==> config.mk <==
export PLATFORM = sky130hd
export DESIGN_NAME = clk_div_prog
export DESIGN_NICKNAME = d
export VERILOG_FILES = /design/src/rtl/clk_div_pkg.sv /design/src/rtl/clk_div_edge_comb.sv /design/src/rtl/clk_div_prog.sv
export SDC_FILE = /design/constraint.sdc
export NUM_CORES = 1
export LEC_CHECK = 0
export ABC_AREA = 1
export BUFFER_PORTS_ARGS = -buffer_cell sky130_fd_sc_hd__buf_4
export CAP_MARGIN = 20
export CORE_AREA = 2 2 64 78
export CTS_BUF_LIST = sky130_fd_sc_hd__clkbuf_4 sky130_fd_sc_hd__clkbuf_8 sky130_fd_sc_hd__clkbuf_16
export DETAILED_ROUTE_END_ITERATION = 16
export DIE_AREA = 0 0 66 80
export HOLD_SLACK_MARGIN = 0.12
export PLACE_DENSITY = 0.7
export SYNTH_ARGS = -nofsm -noshare
export SYNTH_HDL_FRONTEND = slang
export SYNTH_SLANG_ARGS = --single-unit
==> constraint.sdc <==
create_clock -name clk_in -period 1.7 [get_ports clk_in]
set_input_delay 0.085 -clock clk_in [delete_from_list [all_inputs] [get_ports clk_in]]
set_output_delay 0.085 -clock clk_in [all_outputs]
set_load 0.05 [all_outputs]
==> src/rtl/clk_div_pkg.sv <==
// Shared types and helpers for the programmable clock divider (clk_div_prog).
package clk_div_pkg;

  typedef enum logic [1:0] {
    IDLE     = 2'd0,
    RUN      = 2'd1,
    STOPPING = 2'd2
  } state_e;

  localparam int DIV_MIN = 2;

  function automatic int unsigned half_of(input int unsigned n);
    return n / 2;
  endfunction

endpackage

==> src/rtl/clk_div_edge_comb.sv <==
// Dual-edge output stage: negedge resample of clk_p and the final OR that forms clk_out.
// Kept separate so the only falling-edge flop can be constrained on its own.
module clk_div_edge_comb (
  input  logic clk_in,
  input  logic rst_n,
  input  logic clk_p,
  input  logic odd,
  output logic clk_out
);

  logic clk_n_d;
  logic clk_n_q;

  // Masking before the flop keeps clk_out a pure OR of two registers for any divisor.
  always_comb begin
    clk_n_d = clk_p & odd;
  end

  always_ff @(negedge clk_in or negedge rst_n) begin
    if (!rst_n) begin
      clk_n_q <= 1'b0;
    end else begin
      clk_n_q <= clk_n_d;
    end
  end

  assign clk_out = clk_p | clk_n_q;

endmodule

==> src/rtl/clk_div_prog.sv <==
// Runtime-programmable 50%-duty integer clock divider with shadowed divisor updates.
// Optional macro CLK_DIV_STROBE_EN adds clk_stb, a clk_in-domain pulse aligned to each clk_out rise.
// rst_n asserts asynchronously and is expected to be released synchronously to clk_in.
module clk_div_prog
  import clk_div_pkg::*;
#(
  parameter int CNT_W       = 8,
  parameter int DIV_DEFAULT = 3
) (
  input  logic             clk_in,
  input  logic             rst_n,
  input  logic             en,
  input  logic [CNT_W-1:0] div_val,
  input  logic             div_load,
  output logic             clk_out,
  output logic             upd_done,
  output logic             div_err,
  output logic             busy
`ifdef CLK_DIV_STROBE_EN
  ,
  output logic             clk_stb
`endif
);

  localparam logic [CNT_W-1:0] DIV_RST   = CNT_W'(DIV_DEFAULT);
  localparam logic [CNT_W-1:0] DIV_FLOOR = CNT_W'(DIV_MIN);

  state_e           state_q, state_d;
  logic [CNT_W-1:0] cnt_q, cnt_d;
  logic [CNT_W-1:0] div_act_q, div_act_d;
  logic [CNT_W-1:0] pend_q, pend_d;
  logic             pend_vld_q, pend_vld_d;
  logic             clk_p_q, clk_p_d;
  logic             upd_done_q, upd_done_d;
  logic             div_err_q, div_err_d;
  logic             running;
  logic             wrap;
  logic             apply;
  logic             load_low;
  logic [CNT_W-1:0] half_act;

  always_comb begin
    running  = (state_q != IDLE);
    wrap     = running && (cnt_q == div_act_q - CNT_W'(1));
    // A pending divisor only lands on a period boundary, so no period is ever mixed.
    apply    = pend_vld_q && (wrap || (state_q == IDLE));
    load_low = div_load && (div_val < DIV_FLOOR);
    half_act = CNT_W'(half_of(32'(div_act_q)));

    state_d = state_q;
    unique case (state_q)
      IDLE:     if (en) state_d = RUN;
      RUN:      if (!en) state_d = STOPPING;
      STOPPING: begin
        if (en) begin
          state_d = RUN;
        end else if (wrap) begin
          state_d = IDLE;
        end
      end
      default:  state_d = IDLE;
    endcase

    cnt_d = '0;
    if (running && !wrap) begin
      cnt_d = cnt_q + CNT_W'(1);
    end

    // clk_p trails cnt by one cycle, which places the first rise one cycle into RUN.
    clk_p_d = running && (cnt_q < half_act);

    div_act_d  = apply ? pend_q : div_act_q;
    pend_d     = pend_q;
    pend_vld_d = pend_vld_q;
    if (apply) begin
      pend_vld_d = 1'b0;
    end
    if (div_load) begin
      pend_d     = load_low ? DIV_FLOOR : div_val;
      pend_vld_d = 1'b1;
    end

    upd_done_d = apply;
    div_err_d  = load_low;
  end

  always_ff @(posedge clk_in or negedge rst_n) begin
    if (!rst_n) begin
      state_q    <= IDLE;
      cnt_q      <= '0;
      div_act_q  <= DIV_RST;
      pend_q     <= DIV_RST;
      pend_vld_q <= 1'b0;
      clk_p_q    <= 1'b0;
      upd_done_q <= 1'b0;
      div_err_q  <= 1'b0;
    end else begin
      state_q    <= state_d;
      cnt_q      <= cnt_d;
      div_act_q  <= div_act_d;
      pend_q     <= pend_d;
      pend_vld_q <= pend_vld_d;
      clk_p_q    <= clk_p_d;
      upd_done_q <= upd_done_d;
      div_err_q  <= div_err_d;
    end
  end

`ifdef CLK_DIV_STROBE_EN
  logic clk_stb_q, clk_stb_d;

  always_comb begin
    clk_stb_d = running && (cnt_q == '0);
  end

  always_ff @(posedge clk_in or negedge rst_n) begin
    if (!rst_n) begin
      clk_stb_q <= 1'b0;
    end else begin
      clk_stb_q <= clk_stb_d;
    end
  end

  assign clk_stb = clk_stb_q;
`endif

  clk_div_edge_comb u_edge (
    .clk_in  (clk_in),
    .rst_n   (rst_n),
    .clk_p   (clk_p_q),
    .odd     (div_act_q[0]),
    .clk_out (clk_out)
  );

  assign upd_done = upd_done_q;
  assign div_err  = div_err_q;
  assign busy     = running;

endmodule

==> run metrics, run 1 <==
ranking of synthesized cells by area=dfrtp_1 (38%), nand2_1 (14%), dfstp_2 (6.1%), ha_1 (5.8%), nor2_1 (5.4%); ANT cells=0; Post-Syn Nets=roughly 230; crit path from=u_edge.clk_n_q; initial antenna violation count=0; Synth Cell Area=approximately 1700 µm²; vias=1,486; Routed Antenna Nets=0; area occupied by multi-input gates=around 910 µm²; power share of the clock group=0.186; PortBufs=15; CP max-delay cell=dfrtn_1; Setup TNS Final=-3.13 ns; Clock Path Buffers=2; worst hold start=div_load; storage element area=just under 800 µm²; Clock Pin Slew Worst Setup and Hold Paths=0.07 ns; Sw Ratio=0.404; Post-Layout Cell Count=318; Initial Util=0.383; Ys Warns=0; cell taking the most area after synthesis=dfrtp_1; cell area power density=1310 nW/µm²; WP data required=about 1.6 ns; most frequent cell after synthesis=nand2_1; post-synthesis sequential area ratio=0.451; relative slew slack=0.668; clk sinks=31; Synth-to-Final Area Change=34.8%; synth unique cells=32; H-tree depth=2; failing checks=setup timing; Worst Setup End Kind=primary output; combinational fraction of design power=0.447; Gate Count Post-Synth=between 200 and 250; DR pass1 iterations=5; Post-synth EDFFs=0; Die H=around 80 µm; routed len/inst=approximately 11 µm; Synth async-reset ratio=1.00; CP peak stage delay=0.32 ns; final setup fails=20; dpl hpwl=around 2.5 mm; Avg Cell Area, Syn=between 8 and 9 µm²; skew final=0.00668 ns; Worst IR Drop VDD=0.000513 V; RSZ-0062 raised after global routing=yes; Hold WC Path Type=input port to register; status=finished, violations left; CP Data Arrival Time=~1.9 ns; via-per-instance ratio=approximately 4.7; GRT Total Usage=0.163; Residual DRC=0; top-area cell type share of the netlist area=0.375; placed cell count=about 290; Slew @ Worst Pin=0.498 ns; TritonCTS clock tree=yes; CTS root buf=clkbuf_8; final count of pins violating max slew=0; Final Wtd Congestion=approximately 0.81; vias in the first global route=1,582; sequential share of power=0.367; width of the die=66 µm; GR Overflow Total=0; reg2reg start=div_act_q[0]; I/O Pins=16; Net Sw Power=1.24 mW; Synth Flop Type=dfrtp_1; Fin. Hold Viols=0; leading cell types by count after synthesis=nand2_1 (64), dfrtp_1 (26), nor2_1 (25); Startpoint Class=register; Final #Nets=279; Max-Cap Viols=0; row count=27; CP Max Fanout=1; Core Region=between 4000 and 5000 µm²; fin worst setup slack=-0.246 ns; #FFs+latches synth=31; Crit Path Class=register to primary output; first-pass GRT wire length=between 6 and 7 mm; largest net degree at the start of global routing=31; cts bufs inserted=5; Clk Latency, worst-skew pair=between 0.2 and 0.3 ns; layout cells sized above 1=0.312; Total Wirelength=roughly 3.6 mm; Int Pwr=~1.8 mW; CP cell instances=or2_4 -> buf_8; Die ar.=~5300 µm²; Fillers=between 400 and 500; DRT iter0 DRCs=48; leakage=around 1.2 nW
==> what timing repair did <==
item,in CTS,in global routing
hold endpoints to repair,41,0
endpoints found under the setup margin,20,20
hold buffers,18,0
pin swaps,1,10
gates resized for setup,17,11
cloned,2,0
buffers inserted,1,1
==> per-stage QoR <==
step                       util  cell area [µm²]  total power, mW  setup slack (ns)  hold WS (ns)
after floorplan               -             1750             1.99           -0.0808        -0.211
after global placement    0.432             1960             2.28            -0.104         0.132
after detailed placement  0.432             1960             2.30            -0.135         0.131
after CTS                 0.508             2300             3.02            -0.260         0.207
after global routing      0.516             2340             3.33            -0.372         0.223
final                     0.516             2340             3.06            -0.246         0.210
==> cells in the final DEF (no fill, tap or decap), types with 2 or more instances in the layout <==
master / n
nand3_1: 9
nor3_2: 4
inv_2: 6
a21oi_1: 5
clkinvlp_4: 2
or2_4: 2
nand2_2: 11
buf_6: 4
and3_1: 2
xor2_1: 5
ha_1: 7
dfstp_2: 4
nand2_1: 55
buf_4: 20
nand2_4: 3
nor2_2: 8
nor2_1: 20
nand4_1: 2
nand3_2: 7
inv_1: 18
dfrtp_1: 26
clkbuf_8: 5
o21ai_0: 3
dlygate4sd3_1: 18
==> critical path, delay by kind of cell, from the launching register on <==
family / cells / cell delay, ns
AND/OR/NAND/NOR: 1 / 0.24
buffers and inverters: 1 / 0.15
flip-flops: 1 / 0.32
==> per-layer routing <==
layer | up-vias | wire (µm) | GRT usage
met1 | 701 | 1530 | 0.179
met5 | - | 0 | 0
met2 | 23 | 1960 | 0.304
met4 | 0 | 41 | 0.0490
li1 | 757 | - | -
met3 | 5 | 94 | 0.0423
==> flip-flops by register name, summed over array words and instances, names as in the netlist <==
register	count
div_err	1
pend_q	8
upd_done	1
pend_vld_q	1
u_edge.clk_n_q	1
cnt_q	8
state_q	2
div_act_q	8
clk_p_q	1
==> worst paths after layout <==
kind | to | slack [ns] | cells after the start
max | clk_out | -0.25 | 2
min | pend_vld_q | 0.21 | 3
max reg2reg | div_act_q[4] | -0.19 | 12
min reg2reg | pend_q[0] | 0.47 | 2
max in group asynchronous | u_edge.clk_n_q | 0.73 | 2
min in group asynchronous | clk_p_q | 0.36 | 3
==> power groups by stage <==
| stage | registers (mW) | logic [mW] | clock network, mW |
|---|---|---|---|
| after floorplan | 1.10 | 0.896 | 0 |
| final | 1.12 | 1.37 | 0.570 |
| after global placement | 1.11 | 1.17 | 0 |
| after global routing | 1.15 | 1.56 | 0.624 |
| after CTS | 1.11 | 1.33 | 0.583 |
| after detailed placement | 1.11 | 1.19 | 0 |
==> cell families (layout without fill, tap and decap cells) <==
logic type                 count (synthesis)  count (layout)  synth area share
buffers and inverters                     29              76            0.0787
adders and majority gates                  8               8            0.0578
AOI/OAI and AO/OA                         13              13            0.0433
DFF                                       31              31             0.451
xor gates and xnor gates                   7               7            0.0433
and+or+nand+nor                          123             125             0.326
==> layout make-up <==
type	instances	share of cell area
clock buffers	5	0.0295
inverters	25	0.0402
clock inverters	3	0.00857
multi-input cells	153	0.389
repair buffers	43	0.167
well taps	58	0.0311
flip-flops and latches	31	0.334
Power figures use the tool's default switching activity.
==> run 2, diff against run 1 <==
--- a/config.mk
+++ b/config.mk
@@ -10,10 +10,10 @@
 export CAP_MARGIN = 20
 export CORE_AREA = 2 2 64 78
 export CTS_BUF_LIST = sky130_fd_sc_hd__clkbuf_4 sky130_fd_sc_hd__clkbuf_8 sky130_fd_sc_hd__clkbuf_16
+export CTS_CLUSTER_DIAMETER = 30
 export DETAILED_ROUTE_END_ITERATION = 16
 export DIE_AREA = 0 0 66 80
 export HOLD_SLACK_MARGIN = 0.12
-export PLACE_DENSITY = 0.7
 export SYNTH_ARGS = -nofsm -noshare
 export SYNTH_HDL_FRONTEND = slang
 export SYNTH_SLANG_ARGS = --single-unit
==> run 2 against run 1 <==
  * The flow still finishes with violations (setup timing)
  * Clock skew barely moved
  * Die area is the same
  * Via count decreased by 3.3%
  * Combinational power barely moved
  * Setup slack better by 0.025 ns
  * Global-route usage fell by 0.69 points
  * Clock power rose by 14%
  * Cell count fell by 0.31%
  * Critical endpoint unchanged
==> run metrics, run 2 (synthesis results as in run 1) <==
status=finished, violations left; failing checks=setup timing; vias in the first global route=1,447 (-8.5%); WP data required=1.62 ns (about the same); I/O Pins=16 (unchanged); Post-Route Utilization=0.517 (+0.000553); skew final=0.00668 ns (+0.00000650 ns); largest net degree at the start of global routing=31 (unchanged); Worst Setup End Kind=primary output; WHS=0.204 ns (-0.00544 ns); ANT cells=0 (unchanged); Worst IR Drop VDD=0.000553 V (+7.8%); row count=27 (unchanged); GRT Total Usage=0.156 (-0.00692); final count of pins violating max slew=0 (unchanged); fin worst setup slack=-0.221 ns (+0.0254 ns); relative slew slack=0.727 (+0.0588); Reg2Reg Depth=12 (unchanged); worst hold start=div_load; DRT iter0 DRCs=47 (-2.1%); H-tree depth=2 (unchanged); RR Endpoint=div_act_q[3]; PortBufs=15 (unchanged); Initial Util=0.383 (unchanged); Clock Path Buffers=2 (unchanged); Hold WC Path Type=input port to register; overall power=3.11 mW (+1.4%); CTS root buf=clkbuf_8; Endpoint, Worst Hold=pend_vld_q; final instance area=2340 µm² (+0.11%); Core Region=4530 µm² (unchanged); RSZ-0062 raised after global routing=yes; Routed Antenna Nets=0 (unchanged); Slew @ Worst Pin=0.410 ns (-0.0883 ns); Post-Layout Cell Count=317 (-0.31%); via-per-instance ratio=4.53 (-3.0%); Die H=80 µm (unchanged); cell area power density=1330 nW/µm² (+1.3%); Max-Cap Viols=0 (unchanged); leakage=1.20 nW (+1.2%); reg2reg start=div_act_q[0]; Total Wirelength=3.48 mm (-3.9%); DR pass1 iterations=4 (-1); final setup fails=18 (-10%); Largest regs=cnt_q: 8 flops, div_act_q: 8 flops, pend_q: 8 flops; routed len/inst=11.0 µm (-3.6%); Worst R2R Setup Slack=-0.15 ns (+0.04 ns); Die ar.=5280 µm² (unchanged); Final Wtd Congestion=0.782 (-3.4%); width of the die=66 µm (unchanged); Clock Pin Slew Worst Setup and Hold Paths=0.07 ns (about the same); most frequent cells in the layout=nand2_1 (63), dfrtp_1 (26), nor2_1 (21), buf_4 (21), inv_1 (19); initial antenna violation count=0 (unchanged); Startpoint Class=register; cts bufs inserted=5 (unchanged); clk sinks=31 (unchanged); GR Overflow Total=0 (unchanged); Final #Nets=278 (-0.36%); Place WS=-0.108 ns (+0.0271 ns); layout cells sized above 1=0.266 (-0.0451); placed cell count=287 (-0.35%); Crit Path Class=register to primary output; commonest non-fill, non-tap cell in the layout=nand2_1; post-place instance area=1960 µm² (+0.26%); Fin. Hold Viols=0 (unchanged); CP Max Fanout=1 (unchanged); dpl hpwl=2.44 mm (-1.1%); Synth-to-Final Area Change=34.9%; Setup TNS Final=-2.10 ns (+1.03 ns); WHS Path Cells=3 (unchanged); vias=1,437 (-3.3%); CP Data Arrival Time=1.84 ns (-0.02 ns); first-pass GRT wire length=6.21 mm (-5.3%); crit path from=u_edge.clk_n_q; Residual DRC=0 (unchanged); TritonCTS clock tree=yes; Clk Latency, worst-skew pair=0.29 ns (about the same)
-- run 2: cell types whose count changed in the layout (fill, tap and decap cells not counted), sizes merged --
cell / delta
clkinv: -1
nand2: -2
clkinvlp: -1
buf: +1
clkbuf: +2
-- run 2: routing by layer --
layer,routed length (µm),vias to the layer above,global-route usage
met1,1480,661,0.170
met2,1840,15,0.281
met5,0,-,0
met4,78,0,0.0735
li1,-,755,-
met3,79,6,0.0381
-- run 2: timing repair --
item                                    CTS  global route
gates cloned                              1             0
gates resized for setup                  11             5
endpoints found under the setup margin   19            20
hold buffers                             18             0
buffers inserted                          3             2
pin swaps                                 0             2
endpoints found under the hold margin    37             0
-- run 2: report_power, final --
part           leakage, nW  internal [mW]  total (mW)  switching, mW
clock network       0.0505          0.368       0.648          0.281
logic                0.766          0.648        1.35          0.706
registers            0.384          0.915        1.10          0.189
total                 1.20           1.93        3.11           1.18
-- run 2: worst max-delay path by stage --
stage	end	slack, ns
floorplan	div_act_q[6]	-0.08
global placement	div_act_q[7]	-0.07
detailed placement	div_act_q[3]	-0.11
finish	clk_out	-0.22
global route	div_act_q[4]	-0.28
CTS	clk_out	-0.23
-- run 2: layout make-up --
cell class / count / area, µm²
clock buffers: 7 / 96.3
clock inverters: 1 / 7.51
fillers: 451 / 2190
inverters: 25 / 93.8
multi-input cells: 151 / 865
flip-flops and latches: 31 / 781
well taps: 58 / 72.6
repair buffers: 44 / 423
-- run 2: worst max-delay path: stages, from the launching register on --
cell	delay [ns]
dfrtn_1	0.32
or2_4	0.23
buf_8	0.15
